$ cat src/rtl/puf_readout_ctrl.sv
// puf_readout_ctrl: sequences repeated excite/resolve/sweep evaluations of a
// multi-bit PUF array, keeps a per-bit vote count for every word, and streams
// one majority-voted word plus an instability mask per address.
//
// Stream handshake: out_valid is high for the whole STREAM state. While it is
// high, out_addr/out_data/out_unstable do not change until the cycle after a
// beat with out_valid & out_ready. That handshake advances to the next word,
// with no bubble in between.
module puf_readout_ctrl #(
   parameter int ADDR_BITS     = 4,
   parameter int OUT_BITS      = 8,
   parameter int SETTLE_CYCLES = 16,
   parameter int NUM_EVALS     = 5
) (
   input  logic                 clk,
   input  logic                 reset,
   input  logic                 go,
   output logic                 busy,
   output logic                 done,
   output logic                 puf_start,
   output logic [ADDR_BITS-1:0] puf_addr,
   input  logic [OUT_BITS-1:0]  puf_data,
   output logic                 out_valid,
   input  logic                 out_ready,
   output logic [ADDR_BITS-1:0] out_addr,
   output logic [OUT_BITS-1:0]  out_data,
   output logic [OUT_BITS-1:0]  out_unstable
);

   localparam int NWORDS = 1 << ADDR_BITS;
   localparam int CW     = $clog2(NUM_EVALS + 1);

   localparam logic [15:0]          SETTLE_LAST = 16'(SETTLE_CYCLES - 1);
   localparam logic [ADDR_BITS:0]   SWEEP_LAST  = (ADDR_BITS + 1)'(NWORDS);
   localparam logic [ADDR_BITS:0]   SWEEP_ONE   = (ADDR_BITS + 1)'(1);
   localparam logic [ADDR_BITS-1:0] BEAT_LAST   = ADDR_BITS'(NWORDS - 1);
   localparam logic [ADDR_BITS-1:0] BEAT_ONE    = ADDR_BITS'(1);
   localparam logic [CW-1:0]        EVAL_LAST   = CW'(NUM_EVALS - 1);
   localparam logic [CW-1:0]        EVAL_ONE    = CW'(1);
   localparam logic [CW-1:0]        VOTE_HALF   = CW'(NUM_EVALS / 2);
   localparam logic [CW-1:0]        VOTE_FULL   = CW'(NUM_EVALS);

   typedef enum logic [2:0] {
      S_IDLE,
      S_EXCITE,
      S_RESOLVE,
      S_SWEEP,
      S_STREAM,
      S_DONE
   } state_t;

   state_t state;
   state_t state_nxt;

   logic [15:0]          phase_cnt;   // cycles spent in EXCITE or RESOLVE
   logic [ADDR_BITS:0]   sweep_cnt;   // SWEEP cycle index, 0..NWORDS
   logic [CW-1:0]        eval_cnt;    // completed evaluations
   logic [ADDR_BITS-1:0] beat;        // current stream word
   logic                 cap_valid;   // puf_data holds the word at cap_addr
   logic [ADDR_BITS-1:0] cap_addr;
   logic [CW-1:0]        votes [NWORDS][OUT_BITS];

   logic                 phase_end;
   logic                 sweep_end;
   logic [OUT_BITS-1:0]  maj_word;
   logic [OUT_BITS-1:0]  unst_word;

   assign phase_end = (phase_cnt == SETTLE_LAST);
   assign sweep_end = (sweep_cnt == SWEEP_LAST);

   // State register.
   always_ff @(posedge clk or posedge reset) begin
      if (reset) state <= S_IDLE;
      else       state <= state_nxt;
   end

   // Next-state logic and all control outputs, decoded from the current state.
   always_comb begin
      state_nxt    = state;
      busy         = 1'b0;
      done         = 1'b0;
      puf_start    = 1'b0;
      puf_addr     = '0;
      out_valid    = 1'b0;
      out_addr     = '0;
      out_data     = '0;
      out_unstable = '0;
      case (state)
         S_IDLE: begin
            if (go) state_nxt = S_EXCITE;
         end
         S_EXCITE: begin
            busy      = 1'b1;
            puf_start = 1'b1;
            if (phase_end) state_nxt = S_RESOLVE;
         end
         S_RESOLVE: begin
            busy = 1'b1;
            if (phase_end) state_nxt = S_SWEEP;
         end
         S_SWEEP: begin
            busy = 1'b1;
            // The final cycle only captures the last word, address parks at 0.
            if (!sweep_end) puf_addr = sweep_cnt[ADDR_BITS-1:0];
            if (sweep_end) state_nxt = (eval_cnt == EVAL_LAST) ? S_STREAM : S_EXCITE;
         end
         S_STREAM: begin
            busy         = 1'b1;
            out_valid    = 1'b1;
            out_addr     = beat;
            out_data     = maj_word;
            out_unstable = unst_word;
            if (out_ready && beat == BEAT_LAST) state_nxt = S_DONE;
         end
         S_DONE: begin
            done      = 1'b1;
            state_nxt = S_IDLE;
         end
         default: state_nxt = S_IDLE;
      endcase
   end

   // Majority and instability decode of the word currently being streamed.
   always_comb begin
      maj_word  = '0;
      unst_word = '0;
      for (int b = 0; b < OUT_BITS; b++) begin
         maj_word[b]  = (votes[beat][b] > VOTE_HALF);
         unst_word[b] = (votes[beat][b] != '0) && (votes[beat][b] != VOTE_FULL);
      end
   end

   // Phase, sweep, evaluation and beat counters plus the capture pipeline.
   always_ff @(posedge clk or posedge reset) begin
      if (reset) begin
         phase_cnt <= '0;
         sweep_cnt <= '0;
         eval_cnt  <= '0;
         beat      <= '0;
         cap_valid <= 1'b0;
         cap_addr  <= '0;
      end else begin
         if ((state == S_EXCITE || state == S_RESOLVE) && !phase_end)
            phase_cnt <= phase_cnt + 16'd1;
         else
            phase_cnt <= '0;

         if (state == S_SWEEP && !sweep_end)
            sweep_cnt <= sweep_cnt + SWEEP_ONE;
         else
            sweep_cnt <= '0;

         if (state == S_IDLE && go)
            eval_cnt <= '0;
         else if (state == S_SWEEP && sweep_end)
            eval_cnt <= eval_cnt + EVAL_ONE;

         if (state != S_STREAM)
            beat <= '0;
         else if (out_ready)
            beat <= beat + BEAT_ONE;

         // The array answers one cycle after the address, so remember which
         // word is in flight rather than trusting the live puf_addr.
         cap_valid <= (state == S_SWEEP) && !sweep_end;
         cap_addr  <= sweep_cnt[ADDR_BITS-1:0];
      end
   end

   // Vote counters: cleared when a run is accepted, bumped on each captured 1.
   always_ff @(posedge clk or posedge reset) begin
      if (reset) begin
         for (int w = 0; w < NWORDS; w++)
            for (int b = 0; b < OUT_BITS; b++)
               votes[w][b] <= '0;
      end else if (state == S_IDLE && go) begin
         for (int w = 0; w < NWORDS; w++)
            for (int b = 0; b < OUT_BITS; b++)
               votes[w][b] <= '0;
      end else if (cap_valid) begin
         for (int b = 0; b < OUT_BITS; b++)
            votes[cap_addr][b] <= votes[cap_addr][b] + CW'(puf_data[b]);
      end
   end

endmodule

$ cat config.mk
export PLATFORM = sky130hd
export DESIGN_NAME = puf_readout_ctrl
export DESIGN_NICKNAME = d
export VERILOG_FILES = /design/src/rtl/puf_readout_ctrl.sv
export SDC_FILE = /design/constraint.sdc
export NUM_CORES = 1
export LEC_CHECK = 0
export CAP_MARGIN = 25
export CORE_MARGIN = 1
export CORE_UTILIZATION = 40
export DETAILED_ROUTE_END_ITERATION = 6
export PLACE_DENSITY_LB_ADDON = 0.05
export SYNTH_ARGS = -nofsm -noshare
export SYNTH_HDL_FRONTEND = slang
export SYNTH_SLANG_ARGS = --single-unit
$ cat constraint.sdc
create_clock -name clk -period 19.25 [get_ports clk]
set_clock_uncertainty 0.15 [all_clocks]
set_input_delay 4.8125 -clock clk [delete_from_list [all_inputs] [get_ports clk]]
set_output_delay 4.8125 -clock clk [all_outputs]
set_load 0.03 [all_outputs]
# After elaboration in Yosys (flattened, before gate mapping)
# Index checks and enable logic that the tools add are counted.
# totals
memories,0
mem_bits_rw,0
latch_bits,0
register_bits,420
romBits,0
word_cells,268
out_inout_bits,28
inputBits,12
# op_classes
eq_ne,23
shift,0
reduce_logical,31
div,0
muxes,54
n_mul,0
n_bitwise,2
n_addsub,12
order_cmp,11
# ops
operator,n
384-bit bitwise mux,8
24-bit demux with 4-bit select,8
384-bit 2-to-1 mux,2
24-bit binary-select mux with 4-bit select,2
24-bit 2-to-1 mux,5
3-bit 2-to-1 mux,9
3-bit != test (second input constant),9
3-bit by 1-bit adder with 3-bit output,8
3-bit by 2-bit > comparator with 1-bit output (second input constant),8
3-bit nonzero test,8
21-bit 2-to-1 mux,1
4-bit 2-to-1 mux,5
18-bit 2-to-1 mux,1
16-bit by 1-bit adder with 16-bit output (second input constant),1
16-bit by 4-bit == test with 1-bit output (second input constant),1
16-bit 2-to-1 mux,1
8-bit 2-to-1 mux,2
15-bit 2-to-1 mux,1
3-bit case mux with 5 select lines,1
1-bit logical AND,14
12-bit 2-to-1 mux,1
5-bit greater-or-equal comparator (second input constant),2
2-bit != test (second input constant),5
4-bit NOT with 5-bit output,2
19 further kinds,28

# Depth between registers and ports, before layout
# Gate-level depths: netlist (run 1).
# logic_depth
word_depth,15
ltp_mapped,11
ltp_nobuf,8

# Worst setup path before layout (run 1)
# OpenSTA, ideal clock, no wires.
# synth_timing
kind,register to output
startpoint,register beat[0]
endpoint,output port out_unstable[2]
t_required_ns,14.288
n_path_buf,2
arrival_ns,2.276
slack_ns,12.012
stages_incl_launch_ff,8
path_cell_list,dfrtp_1 buf_2 buf_2 mux4_2 a22oi_1 nand2_1 xnor2_1 a31oi_1
# synth_via
elab_chain_len,7
word_cells_on_any_way,8
classes_between,eq/ne (1); mux (4); bitwise (1); reduce/logical (2)
# synth_rtl
element,line_no,text
"start, declared",58,logic [ADDR_BITS-1:0] beat;
"start signal, assigned",161,beat <= beat + BEAT_ONE;
4-bit NOT with 5-bit output (implied by the code) (*),129,unst_word[b] = (votes[beat][b] != '0) && (votes[beat][b] != VOTE_FULL);
24-bit binary-select mux with 4-bit select (*),129,
24-bit 2-to-1 mux (*) (2 in a row),-,
3-bit != test or 3-bit nonzero test (tied branches),129,
1-bit logical AND (*),129,
8-bit 2-to-1 mux (*),88,case (state)
"end, declared",27,output logic [OUT_BITS-1:0] out_unstable
# Every way passes the cells marked *; elsewhere a longest branch is shown, timed or not. The select of a mux whose other input is x is not followed.

# Final worst setup path (run 1)
# layout_timing
startpoint,register beat[1]
endpoint,output port out_unstable[4]
# The elaborated chain is that of the path after synthesis.

==> results.ini, run 1 <==
[hold_path]
holdCritPathClass=reg -> reg
hold-path-cell-count=0
min_to=cap_addr[1]
hold_path.startpoint=sweep_cnt[1]

[cells_and_area]
antennaDiodeCount=0
final_common_cell=dfrtp_1
final_layout_size_suffix_gt1_frac=0.206
design_area_um2=25100
final_cell_mix=414 x dfrtp_1, 256 x a22o_1, 183 x mux4_2, 112 x nor2_1, 108 x nand2_1
fin_nets=1750
area_growth_pct=11.7
final_cells=2502

[sta]
tightest_slew_ns=1.01
rsz0062_at_grt=false
layout_min_cycle_time_ns=9.99
tns_ns=0
hold_viol_final=0
min_period_over_period=0.519
maxSlewHeadroom=0.325
maxSlewViolCount=0
timing.fmax_mhz=100
setup_viol_count_final=0

[clocking]
cts_tree=done
cts_num_sinks=420
numCtsBuffers=50
clkLatencyLatePin_ns=0.62
clockBufferDepth=3
root_buffer=clkbuf_16
clk_pin_slew_ns=0.05
hold_buffers=0
post_cts_buffers=0
cts_resized=0
htreeDepth=2

[worst_setup_path]
worstPathArrival_ns=5.02
reg2reg_to=votes[377]
criticalPathCategory=reg -> out
timing.rr.start=cap_addr[0]
cp_max_fo=51
cp.required_ns=14.29
rrSetupSlack_ns=13.98
crit_path_start_kind=flip-flop
cp-end-kind=primary output
reg2reg_depth=9

[yosys]
ys_ff_latch=420
netlist_instances=1738
ys.flop_type=dfrtp_1
netlist_area_um2=22500
yosysUniqueCellTypes=46
syn_nets=1772
synth-edff-count=0
yosys.area.top_type=dfrtp_1
yosys.area.top_type_share=0.468
ys_async_sr_fraction=1.00
postSynthAreaPerCell_um2=12.9
synth-seq-area-share=0.468
synthTopCellsByArea=dfrtp_1 47%, mux4_2 18%, a22o_1 10%
yosysWarningCount=0

[route]
ant_nets=0
drt_wl_total_um=76500
drt_iter0_markers=1205
wl_per_cell_um=30.6
via_count=16000
first_pass_iters=7
vias_per_cell=6.39
drc_errors=0

[pwr]
p_clk_frac=0.335
power.density_nw_per_um2=112
seq_power_share=0.370
p_int_w=0.00179
power_w=0.00280
ir_worst_vdd_mv=0.0742
p_sw_frac=0.362
comb_power_share=0.295
p_leak_nw=10.6
p_sw_w=0.00102

[die]
initial_core_util=0.406
ios=40
die_w_um=239
placementRows=86
core-area_um2=55300
die_area_um2=57100
die_h_um=239

[global_route]
track_usage=0.275
gr-total-overflow=0
grt_pass1_wl_um=114000
grt_pass1_vias=16600
antenna_found_initial=1
grt_max_degree=148

[place]
hpwl_um=43500
port_buffers=39
place_area_um2=23500
gp_congestion=0.786
placed_cells=2412

[run]
maxCapViolations=0

[status]
status=finished clean

cell families after synthesis:
logic type | Yosys count | synth area share
xor+xnor | 48 | 0.0187
flops | 420 | 0.468
buf+inv | 182 | 0.0397
simple gates | 313 | 0.0615
mux | 281 | 0.245
compound gates | 472 | 0.154
fa+ha+maj | 22 | 0.0123
metrics by stage:
| step | util | setup slack, ns | hold slack [ns] |
|---|---|---|---|
| 2_1_floorplan | - | 2.60 | 0.247 |
| 3_3_place_gp | 0.424 | 9.93 | 0.282 |
| 3_5_place_dp | 0.425 | 9.95 | 0.283 |
| 4_1_cts | 0.454 | 9.29 | 0.296 |
| 5_1_grt | 0.454 | 9.02 | 0.328 |
| 6_report | 0.454 | 9.26 | 0.297 |
sequential cells by signal, summed over array words and instances, names as in the netlist:
name / count
votes: 384
phase_cnt: 16
sweep_cnt: 5
beat: 4
cap_addr: 4
eval_cnt: 3
state: 3
cap_valid: 1
how the worst max path moves through the flow:
stage	endpoint	start	cells past startpoint
6_report	out_unstable[4]	beat[1]	8
5_1_grt	out_unstable[4]	beat[1]	8
4_1_cts	out_unstable[4]	beat[1]	8
3_5_place_dp	out_unstable[4]	beat[1]	8
3_3_place_gp	out_unstable[4]	beat[0]	7
2_1_floorplan	beat[0]	reset	1
synthesized netlist by cell type (7+ instances only):
cell and number:
a21oi_1 82, a22o_1 256, a22oi_1 48, a31oi_1 11, and3_1 8, buf_1 21, buf_2 59, buf_4 11
buf_6 12, clkbuf_1 69, dfrtp_1 420, ha_1 22, inv_1 9, mux2i_1 73, mux4_1 25, mux4_2 183
nand2_1 108, nand3_1 13, nor2_1 127, nor2_2 9, nor3_1 7, o21ai_0 72, xnor2_1 35, xor2_1 13
metal layers:
layer  part of all wire  vias to the layer above  wire, µm  track usage
met5            0.00014                        -        11            0
met4              0.040                        2      3030        0.112
met3              0.081                      166      6210       0.0704
met2               0.46                      690     34900        0.416
met1               0.42                     8462     32300        0.378
li1                   -                     6676         -            -
critical path, cell delays in order (launching register included):
cell and delay, ns:
dfrtp_4 0.56, buf_4 0.79, buf_4 0.70, mux4_2 0.59
a22oi_1 0.21, nand2_1 0.13, xnor2_1 0.14, a31oi_1 0.45
clkdlybuf4s50_1 0.79
layout make-up:
type / instances / area (µm²)
multi-input cells: 1136 / 11100
flip-flops and latches: 420 / 10500
clock inverters: 15 / 148
well taps: 748 / 936
fillers: 5047 / 30200
clock buffers: 75 / 1460
repair buffers: 99 / 857
inverters: 9 / 41.3
power by group through the flow:
stage / logic, W / clock network, W / registers, W
6_report: 0.000829 / 0.000939 / 0.00104
3_5_place_dp: 0.000826 / 0 / 0.00105
3_3_place_gp: 0.000822 / 0 / 0.00105
2_1_floorplan: 0.000606 / 0 / 0.00100
4_1_cts: 0.000826 / 0.000962 / 0.00103
5_1_grt: 0.000882 / 0.000995 / 0.00105
(Power assumes the default switching activity.)
==> run 2, diff against run 1 <==
==> constraint.sdc (replaced) <==
create_clock -name clk -period 10.1 [get_ports clk]
set_clock_uncertainty 0.15 [all_clocks]
set_input_delay 2.525 -clock clk [delete_from_list [all_inputs] [get_ports clk]]
set_output_delay 2.525 -clock clk [all_outputs]
set_load 0.03 [all_outputs]
==> run 2 against run 1 <==
Compared with the run above: largest cell class unchanged; sequential share of layout area shrank 0.42 points; power rose by 95%; first-iteration DRC count rose by 24%; global-route usage hardly changed; non-clock buffer count up 6.
==> results.ini, run 2 (synthesized netlist as in run 1, its figures left out) <==
[status]
status=finished clean

[pwr]
p_int_w=0.00352  ; +97%
p_leak_nw=10.8  ; +1.1%
p_clk_frac=0.347  ; +0.012
power.density_nw_per_um2=216  ; +93%
ir_worst_vdd_mv=0.163  ; +120%
comb_power_share=0.286  ; -0.009
p_sw_frac=0.357  ; -0.00484
seq_power_share=0.367  ; -0.003
p_sw_w=0.00196  ; +93%

[die]
die_w_um=239  ; unchanged
ios=40  ; unchanged
core-area_um2=55300  ; unchanged
die_area_um2=57100  ; unchanged
initial_core_util=0.406  ; unchanged
die_h_um=239  ; unchanged
placementRows=86  ; unchanged

[cells_and_area]
largest_reg_flops=384  ; unchanged
final_common_cell=dfrtp_1
area_growth_pct=12.9
design_area_um2=25300  ; +1.0%
fin_util=0.458  ; +0.00457
antennaDiodeCount=0  ; unchanged
final_layout_size_suffix_gt1_frac=0.211  ; +0.00450
regMostFlops=votes
fin_nets=1757  ; +0.40%
final_cell_mix=414 x dfrtp_1, 256 x a22o_1, 183 x mux4_2, 111 x nor2_1, 108 x nand2_1
reg_top3=votes x384, phase_cnt x16, sweep_cnt x5

[clocking]
post_cts_buffers=0  ; unchanged
cts_tree=done
clockBufferDepth=3  ; unchanged
hold_buffers=0  ; unchanged
clk_pin_slew_ns=0.06  ; about the same
numCtsBuffers=51  ; +2.0%
htreeDepth=2  ; unchanged
clkLatencyLatePin_ns=0.61  ; about the same
root_buffer=clkbuf_16
cts_resized=0  ; unchanged
cts_num_sinks=420  ; unchanged

[global_route]
antenna_found_initial=2  ; +1
track_usage=0.275  ; -0.000465
grt_max_degree=153  ; +3.4%
gr-total-overflow=0  ; unchanged
grt_pass1_wl_um=115000  ; +0.83%
grt_pass1_vias=16900  ; +1.4%

[sta]
fin_ws_ns=2.97  ; -6.30 ns
hold_viol_final=0  ; unchanged
maxSlewHeadroom=0.281  ; -0.0438
min_period_over_period=0.706
tns_ns=0  ; unchanged
maxSlewViolCount=0  ; unchanged
timing.fmax_mhz=140
setup_viol_count_final=0  ; unchanged
tightest_slew_ns=1.07  ; +0.0617 ns
rsz0062_at_grt=false
hold-worst-slack_ns=0.302  ; +0.00441 ns
layout_min_cycle_time_ns=7.13

[worst_setup_path]
cp-end-kind=primary output
crit_path_max_incr_delay_ns=0.78  ; about the same
timing.rr.start=cap_addr[0]
cp_cell_sequence=buf_4, mux4_2, a22oi_1, nand2_1, xnor2_1, a31oi_1, clkdlybuf4s50_1
worstPathArrival_ns=4.46  ; -0.56 ns
cp_max_fo=33  ; -35%
crit_path_start_kind=flip-flop
crit_start=beat[0]
critical_path_buf_inv_count=2  ; -1
cp_slowest_cell=clkdlybuf4s50_1
cp.required_ns=7.43  ; -6.86 ns
criticalPathCategory=reg -> out
path_delay_family=buffers and inverters

[route]
ant_nets=0  ; unchanged
met1_length_um=32500  ; +0.54%
wl_met2_um=36100  ; +3.5%
drc_errors=0  ; unchanged
top_layer=met4
wl_per_cell_um=30.3  ; -0.76%
first_pass_iters=5  ; -2
drt_iter0_markers=1499  ; +24%
dr_wl_met3_um=5260  ; -15%
vias_per_cell=6.48  ; +1.3%
via_count=16300  ; +1.7%
drt_wl_total_um=76200  ; -0.36%

[place]
gp_congestion=0.777  ; -1.2%
port_buffers=39  ; unchanged
place_area_um2=23500  ; +0.28%
dp_slack_ns=3.59  ; -6.36 ns
hpwl_um=42900  ; -1.2%

[hold_path]
holdCritPathClass=reg -> reg
hold_path.startpoint=sweep_cnt[1]

[run]
maxCapViolations=0  ; unchanged

run 2: cell types whose count changed in the layout (fill, tap and decap cells not counted), sizes merged:
cell / before / now
buf: 60 / 66
clkinv: 11 / 5
inv: 11 / 9
clkinvlp: 0 / 1
clkbuf: 75 / 86
run 2: layout make-up:
type	count	area [µm²]
fillers	5054	30000
repair buffers	105	978
clock inverters	8	105
clock buffers	86	1630
flip-flops and latches	420	10500
multi-input cells	1136	11100
well taps	748	936
inverters	9	37.5
run 2: path summary, 6_finish.rpt:
check                             endpoint  slack (ns)  cells after the start
setup / recovery           out_unstable[4]        2.97                      7
hold / removal                 cap_addr[1]        0.30                      0
setup reg to reg                 votes[89]        5.37                      8
hold reg to reg                cap_addr[1]        0.30                      0
max in group asynchronous      cap_addr[0]        5.96                      4
min in group asynchronous       votes[354]        2.35                      3
run 2: metrics by stage:
step / power, W / cells
after floorplan: 0.00307 / 1738
after global placement: 0.00357 / 2413
after detailed placement: 0.00359 / 2416
after CTS: 0.00550 / 2510
after global routing: 0.00570 / 2512
final: 0.00548 / 2512
run 2: power groups by stage:
stage	registers (W)	logic, W	clock network [W]
6_report	0.00201	0.00157	0.00190
5_1_grt	0.00203	0.00167	0.00200
4_1_cts	0.00201	0.00156	0.00194
3_5_place_dp	0.00204	0.00155	0
3_3_place_gp	0.00203	0.00154	0
2_1_floorplan	0.00191	0.00116	0
run 2: per-layer routing:
metal	track usage	vias up
met5	0	-
met2	0.429	703
met3	0.0470	152
met4	0.0977	0
met1	0.387	8712
li1	-	6704
==> run 3, diff against run 2 <==
==> constraint.sdc (replaced) <==
create_clock -name clk -period 7.2 [get_ports clk]
set_clock_uncertainty 0.15 [all_clocks]
set_input_delay 1.8 -clock clk [delete_from_list [all_inputs] [get_ports clk]]
set_output_delay 1.8 -clock clk [all_outputs]
set_load 0.03 [all_outputs]
==> run 3 against run 2 <==
Compared with the run above: clock power increased by 33%; first-iteration DRC count decreased by 3.9%; sequential power increased by 40%; largest power group unchanged.
==> results.ini, run 3 (synthesized netlist as in run 1, its figures left out) <==
[worst_setup_path]
reg2reg_depth=8  ; unchanged
worstPathArrival_ns=4.24  ; -0.22 ns
cp-end-kind=primary output
cp.required_ns=5.25  ; -2.18 ns
timing.rr.start=cap_addr[1]
criticalPathCategory=reg -> out
crit_path_start_kind=flip-flop
rrSetupSlack_ns=2.80  ; -2.57 ns
cp_max_fo=40  ; +21%
reg2reg_to=votes[374]

[clocking]
clockBufferDepth=3  ; unchanged
clk_pin_slew_ns=0.06  ; about the same
cts_tree=done
cts_resized=0  ; unchanged
post_cts_buffers=0  ; unchanged
htreeDepth=2  ; unchanged
cts_num_sinks=420  ; unchanged
hold_buffers=0  ; unchanged
root_buffer=clkbuf_16
numCtsBuffers=49  ; -3.9%
clkLatencyLatePin_ns=0.60  ; about the same

[cells_and_area]
final_common_cell=dfrtp_1
fin_nets=1756  ; -0.057%
antennaDiodeCount=0  ; unchanged
final_cell_mix=414 x dfrtp_1, 256 x a22o_1, 183 x mux4_2, 111 x nor2_1, 108 x nand2_1
reg_top3=votes x384, phase_cnt x16, sweep_cnt x5
largest_reg_flops=384  ; unchanged
area_growth_pct=12.2
final_layout_size_suffix_gt1_frac=0.209  ; -0.00201
regMostFlops=votes
fin_util=0.456  ; -0.00249

[die]
ios=40  ; unchanged
die_w_um=239  ; unchanged
initial_core_util=0.406  ; unchanged
core-area_um2=55300  ; unchanged
die_h_um=239  ; unchanged
die_area_um2=57100  ; unchanged
placementRows=86  ; unchanged

[sta]
fin_ws_ns=1.01  ; -1.95 ns
setup_viol_count_final=0  ; unchanged
hold_viol_final=0  ; unchanged
maxSlewViolCount=0  ; unchanged
layout_min_cycle_time_ns=6.19
tns_ns=0  ; unchanged
hold-worst-slack_ns=0.305  ; +0.00344 ns
timing.fmax_mhz=162
min_period_over_period=0.859
tightest_slew_ns=1.18  ; +0.109 ns
maxSlewHeadroom=0.211  ; -0.0699
rsz0062_at_grt=false

[route]
vias_per_cell=6.46  ; -0.26%
wl_per_cell_um=30.6  ; +0.82%
ant_nets=0  ; unchanged
via_count=16200  ; -0.53%
first_pass_iters=5  ; unchanged
drt_iter0_markers=1440  ; -3.9%
drc_errors=0  ; unchanged
drt_wl_total_um=76600  ; +0.54%

[global_route]
antenna_found_initial=0  ; -2
grt_pass1_vias=16500  ; -2.3%
gr-total-overflow=0  ; unchanged
grt_max_degree=157  ; +2.6%
grt_pass1_wl_um=114000  ; -0.65%
track_usage=0.274  ; -0.000606

[run]
maxCapViolations=0  ; unchanged

[pwr]
p_leak_nw=10.7  ; -0.71%
p_clk_frac=0.335  ; -0.012
p_sw_w=0.00271  ; +38%
comb_power_share=0.291  ; +0.005
seq_power_share=0.374  ; +0.007
ir_worst_vdd_mv=0.245  ; +51%
power_w=0.00752  ; +37%
p_int_w=0.00481  ; +37%
power.density_nw_per_um2=298  ; +38%
p_sw_frac=0.360  ; +0.00270

[place]
dp_slack_ns=1.60  ; -1.99 ns
gp_congestion=0.777  ; unchanged
port_buffers=39  ; unchanged
hpwl_um=44200  ; +3.0%

[hold_path]
min_to=cap_addr[1]
holdCritPathClass=reg -> reg
hold_path.startpoint=sweep_cnt[1]
hold-path-cell-count=0  ; unchanged

[status]
status=finished clean

-- run 3: through the flow --
| step | instance area, µm² | instances |
|---|---|---|
| after detailed placement | 23600 | 2417 |
| after global routing | 25200 | 2505 |
| after CTS | 25200 | 2503 |
| after global placement | 23600 | 2415 |
| final | 25200 | 2505 |
| after floorplan | 22500 | 1738 |
-- run 3: how the worst max path moves through the flow --
stage / from / to / slack (ns) / cells past startpoint
after global routing: beat[0] / out_unstable[4] / 0.81 / 7
final: beat[0] / out_unstable[4] / 1.01 / 7
after global placement: beat[0] / out_unstable[1] / 1.61 / 7
after floorplan: reset / beat[0] / -0.42 / 1
after detailed placement: beat[0] / out_unstable[1] / 1.60 / 7
after CTS: beat[0] / out_unstable[1] / 0.97 / 7
-- run 3: power groups by stage --
stage | clock network (W) | logic, W | registers, W
4_1_cts | 0.00257 | 0.00219 | 0.00281
5_1_grt | 0.00267 | 0.00233 | 0.00284
2_1_floorplan | 0 | 0.00162 | 0.00269
3_3_place_gp | 0 | 0.00218 | 0.00285
6_report | 0.00252 | 0.00219 | 0.00281
3_5_place_dp | 0 | 0.00218 | 0.00285
-- run 3: worst max-delay path, cell delays in order, from the launching register on --
cell and delay, ns:
dfrtp_4 0.98, buf_4 0.51, mux4_2 0.36, a22oi_1 0.22
nand2_1 0.13, xnor2_1 0.14, a31oi_1 0.48, clkdlybuf4s50_1 0.79
-- run 3: area by class of cell --
type                            count  area, µm²
Multi-Input combinational cell   1136      11100
Fill cell                        5054      30100
Clock buffer                       72       1440
Clock inverter                     14        154
Timing Repair Buffer              106        987
Inverter                            9       37.5
Sequential cell                   420      10500
Tap cell                          748        936
-- run 3: routing by layer --
metal / vias up / share of wire / GRT usage
met5: - / 0 / 0
met4: 0 / 0.025 / 0.0835
met3: 109 / 0.075 / 0.0570
met2: 689 / 0.47 / 0.424
met1: 8684 / 0.43 / 0.388
li1: 6702 / - / -
==> edit: new RTL, settings of run 3 <==
Set the parameter `SETTLE_CYCLES` to 12 (it was 16).
--- a/src/rtl/puf_readout_ctrl.sv
+++ b/src/rtl/puf_readout_ctrl.sv
@@ -9,7 +9,7 @@
 module puf_readout_ctrl #(
    parameter int ADDR_BITS     = 4,
    parameter int OUT_BITS      = 8,
-   parameter int SETTLE_CYCLES = 16,
+   parameter int SETTLE_CYCLES = 12,
    parameter int NUM_EVALS     = 5
 ) (
    input  logic                 clk,
Function: not settled (the Yosys comparison gave no result); the edit may change what the design does.
==> edit against run 3 <==
Sequential cell count unchanged. Setup slack got worse by 84 ps. Final area is 2.3% higher. Combinational power up 94%. Final cell count is 3.2% higher. Synthesized area rose by 2.2%. Sequential share of layout area is 0.91 points lower. Synthesized cell count is 4.1% higher. Utilization rose by 0.057 points. Wire length increased by 2.9%. Non-clock buffer count is the same. Total power grew 42%. Critical path type unchanged. Largest cell class unchanged.
==> edit: results (changes against run 3) <==
| Metric | Value |
|---|---|
| Logic power comb | `0.00425 W (+94%)` |
| Pwr per Cell Area | `412.8 nW/um^2 (+38%)` |
| Worst r2r src | `cap_addr[0]` |
| HPWL Detailed | `47790 microns (+8.0%)` |
| Fillers | `5102 (+0.95%)` |
| Hold Path Depth | `0 (unchanged)` |
| Crit-path max FO | `46 (+15%)` |
| Critical R2R Capture | `votes[272]` |
| NetSw | `0.004199 W (+55%)` |
| Mapped Nets | `1843 (+4.0%)` |
| Register area | `10530 sq um (about the same)` |
| Setup crit start | `beat[2]` |
| Largest net degree at the start of global routing | `102 (-35%)` |
| P_leak | `10.63 nW (-0.51%)` |
| Sequential group power | `0.00389 W (+38%)` |
| 1st-iter DRT viols | `1655 (+15%)` |
| Port-buffer cells | `39 (unchanged)` |
| Setup crit end | `out_unstable[7]` |
| Place WS | `1550 ps (-45.89 ps)` |
| CTS buffer count | `51 (+4.1%)` |
| Top cells by count, synth | `dfrtp_1 (420), a22o_1 (256), mux4_2 (164)` |
| Fin crit share | `87.09% (+1.2 points)` |
| Fraction of area in multi-input gates | `44.84% (+0.70 points)` |
| Wire per inst | `30.46 microns (-0.36%)` |
| Buffer share of cell area | `4.204% (+0.29 points)` |
| DP Area | `24150 sq um (+2.3%)` |
| Clock Buffer Count | `78 (+8.3%)` |
| First-pass GRT wire length | `119100 microns (+4.1%)` |
| Multiplexer share of the synthesized area | `23.77% (-0.77 points)` |
| Vias | `16610 (+2.6%)` |
| Maximum vdd ir drop | `0.1978 mV (-19%)` |
| Placer congestion estimate | `0.7971 (+2.6%)` |
| Biggest regs | `votes x384, phase_cnt x16, sweep_cnt x5` |
| Post-Synth Adder-Cell Area | `1.199% (-0.027 points)` |
| Flop2flop setup slack | `2710 ps (-90 ps)` |
| Sequential fraction of the synthesis area | `45.79% (-1.0 points)` |
| Synth cell types | `55 (+20%)` |
| Non-clock inverters | `12 (+3)` |
| Compound-Gate Fraction of Synth Area | `16.69% (+1.3 points)` |
| Dominant cells by area after synthesis | `dfrtp_1 (46%), mux4_2 (16%), a22o_1 (9.8%)` |
| Clk tree area frac | `6.238% (-0.067 points)` |
| Die area | `58340 sq um (+2.2%)` |
| Status | `finished, final reports clean` |
| Overall routing resource usage | `27.33% (-0.091 points)` |
| Multi-input gate count | `1201 (+5.7%)` |
| Worst stage delay on the critical path | `1000 ps (+20 ps)` |
| XOR/XNOR share of the synthesized area | `2.137% (+0.26 points)` |
| Worst slew pin tran | `1048 ps (-135.7 ps)` |
| Share of cells above drive strength 1 | `22.13% (+1.2 points)` |
| Arr. time, crit path | `4320 ps (+80 ps)` |
[edit: changes by cell type after synthesis, sizes merged, moves of 4 or more]
| cell | delta |
|---|---|
| mux2i | +22 |
| nor3 | +4 |
| a221o | +14 |
| o22ai | +6 |
| a22oi | -30 |
| o22a | +8 |
| mux4 | -16 |
| a21oi | +26 |
| nand2 | +16 |
| o21ai | +28 |
| nor2 | -17 |
[edit: metrics by stage]
step | cells | total power (W) | TNS (ps) | hold slack, ps
floorplan | 1809 | 0.006792 | -174510 | 247.2
global placement | 2487 | 0.008034 | 0 | 284.8
detailed placement | 2494 | 0.008135 | 0 | 289.0
CTS | 2585 | 0.01068 | 0 | 299.3
global route | 2586 | 0.01120 | 0 | 326.5
finish | 2586 | 0.01064 | 0 | 298.3
[edit: metal layers]
layer,GRT usage [%],vias up,routed length (microns)
met3,4.661,142,5001
met5,0,-,0
li1,-,6967,-
met4,9.741,0,2667
met1,38.76,8858,34520
met2,42.30,642,36580
